$ cat config.mk
export PLATFORM = sky130hd
export DESIGN_NAME = muldiv_unit
export DESIGN_NICKNAME = d
export VERILOG_FILES = /design/src/rtl/muldiv_pkg.sv /design/src/rtl/muldiv_signfix.sv /design/src/rtl/muldiv_unit.sv
export SDC_FILE = /design/constraint.sdc
export NUM_CORES = 1
export LEC_CHECK = 0
export ABC_AREA = 1
export ABC_CLOCK_PERIOD_IN_PS = 3700
export BUFFER_PORTS_ARGS = -buffer_cell sky130_fd_sc_hd__clkbuf_2
export CAP_MARGIN = 20
export CORE_MARGIN = 2
export CORE_UTILIZATION = 40
export DETAILED_ROUTE_END_ITERATION = 8
export GPL_TIMING_DRIVEN = 0
export PLACE_DENSITY = 0.65
export RECOVER_POWER = 25
export SYNTH_ARGS = -nofsm -noshare
export SYNTH_HDL_FRONTEND = slang
export SYNTH_HIERARCHICAL = 1
export SYNTH_SLANG_ARGS = --single-unit
$ cat constraint.sdc
create_clock -name clk -period 3.7 [get_ports clk]
set_input_delay 0 -clock clk [delete_from_list [all_inputs] [get_ports clk]]
set_output_delay 0 -clock clk [all_outputs]
set_load 0.1 [all_outputs]
$ cat src/rtl/muldiv_pkg.sv
// Shared definitions for the multiply/divide unit: op encodings, FSM states
// and the value written to HI/LO when a divide cannot produce a result.
package muldiv_pkg;

  localparam logic [2:0] OP_MULT  = 3'b000;
  localparam logic [2:0] OP_MULTU = 3'b001;
  localparam logic [2:0] OP_DIV   = 3'b010;
  localparam logic [2:0] OP_DIVU  = 3'b011;
  localparam logic [2:0] OP_MTHI  = 3'b100;
  localparam logic [2:0] OP_MTLO  = 3'b101;

  typedef enum logic [1:0] {
    IDLE = 2'd0,
    RUN  = 2'd1,
    FIX  = 2'd2
  } state_e;

  localparam logic [31:0] RESULT_INVALID = 32'hdeadbeef;

endpackage

$ cat src/rtl/muldiv_signfix.sv
// Conditional two's-complement negate. Used both to take operand magnitudes
// and to restore the sign of results after the unsigned iteration.
module muldiv_signfix #(
  parameter int W = 32
) (
  input  logic [W-1:0] din,
  input  logic         neg,
  output logic [W-1:0] dout
);

  assign dout = neg ? (~din + W'(1)) : din;

endmodule

$ cat src/rtl/muldiv_unit.sv
// Iterative MULT/MULTU/DIV/DIVU/MTHI/MTLO unit owning the HI/LO registers.
// One multiply or divide step per clock over a shared 2*WIDTH accumulator.
// Optional feature macro: MULDIV_DIV_EN enables the divide datapath; without
// it DIV/DIVU take the invalid-result path (HI=LO=0xdeadbeef after one edge).
module muldiv_unit
  import muldiv_pkg::*;
#(
  parameter int WIDTH = 32
) (
  input  logic             clk,
  input  logic             rst_n,
  input  logic [WIDTH-1:0] A,
  input  logic [WIDTH-1:0] B,
  input  logic [2:0]       op,
  input  logic             start,
  output logic [WIDTH-1:0] hi,
  output logic [WIDTH-1:0] lo,
  output logic             busy,
  output logic             done
);

  localparam int CW = $clog2(WIDTH + 1);
  localparam logic [WIDTH-1:0] INVALID_W = WIDTH'(RESULT_INVALID);

  state_e state;
  logic [CW-1:0] cnt;
  logic inv_p0;

  logic [2*WIDTH-1:0] acc_p0;
  logic [WIDTH-1:0] mag_b_p0;
  logic neg_q_p0;

  logic op_mul, op_div, op_signed, sign_a, sign_b, div_ok, div_inv;
  logic signed [WIDTH-1:0] a_sgn, b_sgn;
  logic [WIDTH-1:0] abs_a, abs_b;
  logic [WIDTH:0] mul_sum;
  logic [2*WIDTH-1:0] mul_next, acc_step, prod_fix;
  logic [WIDTH-1:0] res_hi, res_lo;

  assign op_mul    = (op == OP_MULT) || (op == OP_MULTU);
  assign op_div    = (op == OP_DIV) || (op == OP_DIVU);
  assign op_signed = (op == OP_MULT) || (op == OP_DIV);
  assign a_sgn     = A;
  assign b_sgn     = B;
  assign sign_a    = op_signed && (a_sgn < 0);
  assign sign_b    = op_signed && (b_sgn < 0);

  muldiv_signfix #(.W(WIDTH)) u_abs_a (.din(A), .neg(sign_a), .dout(abs_a));
  muldiv_signfix #(.W(WIDTH)) u_abs_b (.din(B), .neg(sign_b), .dout(abs_b));

  // Shift-add: add multiplicand into the upper half when the LSB is set,
  // then shift the whole accumulator right (carry enters the MSB).
  assign mul_sum  = {1'b0, acc_p0[2*WIDTH-1:WIDTH]} + {1'b0, mag_b_p0};
  assign mul_next = acc_p0[0] ? {mul_sum, acc_p0[WIDTH-1:1]}
                              : {1'b0, acc_p0[2*WIDTH-1:1]};

  muldiv_signfix #(.W(2*WIDTH)) u_prod_fix (.din(acc_p0), .neg(neg_q_p0), .dout(prod_fix));

`ifdef MULDIV_DIV_EN
  logic is_mul_p0, neg_r_p0;
  logic [WIDTH:0] div_trial;
  logic [2*WIDTH-1:0] div_next;
  logic [WIDTH-1:0] quo_fix, rem_fix;

  // Restoring divide: accumulator holds {remainder, dividend/quotient};
  // trial-subtract the divisor from the shifted remainder, keep it if >= 0.
  assign div_trial = acc_p0[2*WIDTH-1:WIDTH-1] - {1'b0, mag_b_p0};
  assign div_next  = div_trial[WIDTH] ? {acc_p0[2*WIDTH-2:0], 1'b0}
                                      : {div_trial[WIDTH-1:0], acc_p0[WIDTH-2:0], 1'b1};
  assign acc_step  = is_mul_p0 ? mul_next : div_next;
  assign div_ok    = op_div && (B != '0);
  assign div_inv   = op_div && (B == '0);

  muldiv_signfix #(.W(WIDTH)) u_quo_fix (.din(acc_p0[WIDTH-1:0]),       .neg(neg_q_p0), .dout(quo_fix));
  muldiv_signfix #(.W(WIDTH)) u_rem_fix (.din(acc_p0[2*WIDTH-1:WIDTH]), .neg(neg_r_p0), .dout(rem_fix));

  assign res_hi = inv_p0 ? INVALID_W : (is_mul_p0 ? prod_fix[2*WIDTH-1:WIDTH] : rem_fix);
  assign res_lo = inv_p0 ? INVALID_W : (is_mul_p0 ? prod_fix[WIDTH-1:0] : quo_fix);
`else
  assign acc_step = mul_next;
  assign div_ok   = 1'b0;
  assign div_inv  = op_div;
  assign res_hi   = inv_p0 ? INVALID_W : prod_fix[2*WIDTH-1:WIDTH];
  assign res_lo   = inv_p0 ? INVALID_W : prod_fix[WIDTH-1:0];
`endif

  // Datapath: capture magnitudes and result signs at issue, step during RUN
  always_ff @(posedge clk) begin
    if (state == IDLE && start && (op_mul || div_ok)) begin
      acc_p0   <= {{WIDTH{1'b0}}, abs_a};
      mag_b_p0 <= abs_b;
      neg_q_p0 <= sign_a ^ sign_b;
`ifdef MULDIV_DIV_EN
      is_mul_p0 <= op_mul;
      neg_r_p0  <= sign_a;
`endif
    end else if (state == RUN) begin
      acc_p0 <= acc_step;
    end
  end

  // Control FSM and architectural HI/LO registers
  always_ff @(posedge clk) begin
    if (!rst_n) begin
      state  <= IDLE;
      cnt    <= '0;
      inv_p0 <= 1'b0;
      busy   <= 1'b0;
      done   <= 1'b0;
      hi     <= '0;
      lo     <= '0;
    end else begin
      done <= 1'b0;
      case (state)
        IDLE: begin
          if (start) begin
            if (op == OP_MTHI) begin
              hi <= A;
            end else if (op == OP_MTLO) begin
              lo <= A;
            end else if (div_inv) begin
              inv_p0 <= 1'b1;
              state  <= FIX;
            end else if (op_mul || div_ok) begin
              inv_p0 <= 1'b0;
              cnt    <= '0;
              busy   <= 1'b1;
              state  <= RUN;
            end
          end
        end
        RUN: begin
          cnt <= cnt + CW'(1);
          if (cnt == CW'(WIDTH - 1)) state <= FIX;
        end
        FIX: begin
          hi    <= res_hi;
          lo    <= res_lo;
          done  <= 1'b1;
          busy  <= 1'b0;
          state <= IDLE;
        end
        default: state <= IDLE;
      endcase
    end
  end

endmodule

==> out/metrics.yaml <==
drc: 0
combPwrFrac_pct: 41.1
async_flop_share_pct: 0
grt_usage_pct: 26.6
yosysSeqAreaShare_pct: 29.1
cts-htree-levels: 4
timing.fmax_mhz: 384
cts_made_buffers: 17
place_area_sq_um: 15300
synth_edf_count: 65
ctsResizeCount: 0
rsz0062_at_grt: "no"
power_mw: 7.37
grt_pass1_vias: 13900
dp_hpwl_um: 40000
setup_viol: 0
synth_nets: 2367
endpoint: "acc_p0[8]"
diodes: 0
clock_power_share_pct: 24.5
crit_start: "state[0]"
antenna_found_initial: 0
period_minus_slack_ns: 2.60
maxCapViolCount: 0
r2r-end: "acc_p0[8]"
synthCells: 2260
pre_cts_slack_ns: 1.12
core_sq_um: 34500
clk_latency_ns: 0.46
rows: 68
cts_tree: "yes"
cts_setup_buffers: 0
synth-warning-count: 6
place_congestion: 1.01
slew_viol_final: 0
worst-r2r-cell-count: 6
cp-end-kind: "flip-flop"
worst_pin_slew_ns: 1.20
numPortBuffers: 134
fp.dieW_um: 191
clock_path_buffers: 2
p_sw_mw: 3.30
hold_viol_final: 0
drt-total-wl_um: 48700
layout.nets: 2561
yosysUniqueCellTypes: 49
grt_max_degree: 43
arrival_ns: 2.69
clockRootBuffer: "clkbuf_16"
dp_cells: 2849
vias: 15200
grt_overflow: 0
ir_worst_vdd_mv: 0.349
synthFlopType: "dfxtp_1"
critPathMaxFanout: 41
syn_to_final_growth_pct: 15.1
start_kind: "flip-flop"
finalSetupTns_ns: 0
p_leak_nw: 7.73
ios: 136
initial_core_util_pct: 40.7
drt_iter0_markers: 1299
min_path_type: "primary input to flip-flop"
grt_pass1_wl_um: 75000
synth-seq-cells: 172
status: "finished, final reports clean"
clkTransAtPathRegs_ns: 0.07
pwr-share-seq_pct: 34.4
post-route-util_pct: 46.8
ant_nets: 0
required_ns: 3.78
stdcell_count: 2922
p_int_mw: 4.08
relSlewSlack_pct: 20.2
cts.sinks: 172
vias_per_cell: 5.21
wl_per_cell_um: 16.7
die_area_sq_um: 36600
first_pass_iters: 5
period_share_pct: 70.4
powerDensity_nw_per_um2: 456
setup_ws_ns: 1.10
fp.dieH_um: 191
r2r_start: "state[0]"
skew_ns: 0.0118
layout-drive-gt1-share_pct: 8.88
syn_area_sq_um: 14100
avgSynthCellArea_sq_um: 6.22
holdWs_ns: 0.0102
swShare_pct: 44.7
r2r_setup_slack_ns: 1.10
critPathKind: "flip-flop to flip-flop"
design_area_sq_um: 16200
## cell families after synthesis
group	Yosys count	synth area share (%)
and+or+nand+nor	1319	40.1
adders and majority gates	37	3.35
DFF	172	29.1
xor gates and xnor gates	76	4.79
AOI/OAI and AO/OA	325	13.3
buffers and inverters	331	9.27
## power by group through the flow
stage	clock (mW)	sequential [mW]	combinational, mW
after floorplan	0	2.75	1.91
after global placement	0	2.57	2.92
after detailed placement	0	2.57	2.94
after CTS	1.82	2.53	3.00
after global routing	1.89	2.57	3.38
final	1.81	2.54	3.03
## synthesized netlist by cell type, types with 26 or more instances
cell type,count,share of area (%)
nand2_1,779,21
nor2_1,304,8.1
inv_1,245,6.5
nand3_1,116,4.1
o21ai_0,112,4.0
dfxtp_1,107,15
a21oi_1,81,2.9
edfxtp_1,65,14
o21ai_1,45,1.6
a31oi_1,44,2.0
xor2_1,44,2.7
clkbuf_1,41,1.1
ha_1,36,3.2
xnor2_1,31,1.9
nand4_1,26,1.2
## how the worst min path moves through the flow
stage | slack, ns | endpoint | depth (start not counted) | from
2_1_floorplan | 0.16 | inv_p0 | 2 | start
3_3_place_gp | 0.29 | mag_b_p0[0] | 2 | B[0]
3_5_place_dp | 0.30 | mag_b_p0[0] | 2 | B[0]
4_1_cts | 0.006 | neg_q_p0 | 3 | op[0]
5_1_grt | 0.02 | hi[11] | 3 | A[11]
6_report | 0.01 | neg_q_p0 | 3 | op[0]
## metal layers
layer	GRT usage, %	wire length [um]	up-vias
met4	12.9	2150	0
met5	0	0	-
li1	-	-	7605
met2	44.6	22200	590
met1	33.7	21100	6905
met3	3.54	3240	110
## registers in the layout, summed over array words and instances, names as in the netlist
| signal | flops |
|---|---|
| acc_p0 | 64 |
| busy | 1 |
| cnt | 6 |
| done | 1 |
| hi | 32 |
| inv_p0 | 1 |
| lo | 32 |
| mag_b_p0 | 32 |
| neg_q_p0 | 1 |
| state | 2 |
## final cells by class
type | instances | area, sq um
sequential | 172 | 4090
clock buffer | 20 | 458
timing repair buffer | 175 | 997
fill | 3700 | 18400
clock inverter | 12 | 124
buffer | 71 | 313
multi-input combinational | 1757 | 8630
inverter | 260 | 982
tap | 455 | 569
## worst max-delay path: stages, from the launching register on
cell and delay (ns):
dfxtp_1 0.36, inv_2 0.06, nor2_1 0.54, inv_1 0.12, nand2_1 0.14, buf_2 0.24
buf_2 0.74
## cells in the final DEF, fill, tap and decap left out, types with 19 or more instances in the layout
cell / netlist / routed
buf_2: 19 / 19
ha_1: 36 / 36
nand4_1: 26 / 26
o21a_1: 24 / 24
clkbuf_1: 41 / 112
a31oi_1: 44 / 44
inv_1: 245 / 245
clkbuf_2: 0 / 67
nor2_1: 304 / 306
edfxtp_1: 65 / 65
nor2_2: 24 / 24
xor2_1: 44 / 44
nand2_1: 779 / 781
dlygate4sd3_1: 0 / 41
o21ai_0: 112 / 112
o21ai_1: 45 / 45
a21oi_1: 81 / 81
dfxtp_1: 107 / 107
xnor2_1: 31 / 31
nand3_1: 116 / 116
## what timing repair did
item                                    4_1_cts  5_1_grt
endpoints found under the hold margin        59        0
hold buffers                                 41        0
endpoints found under the setup margin        0        0
Power figures use the tool's default switching activity.
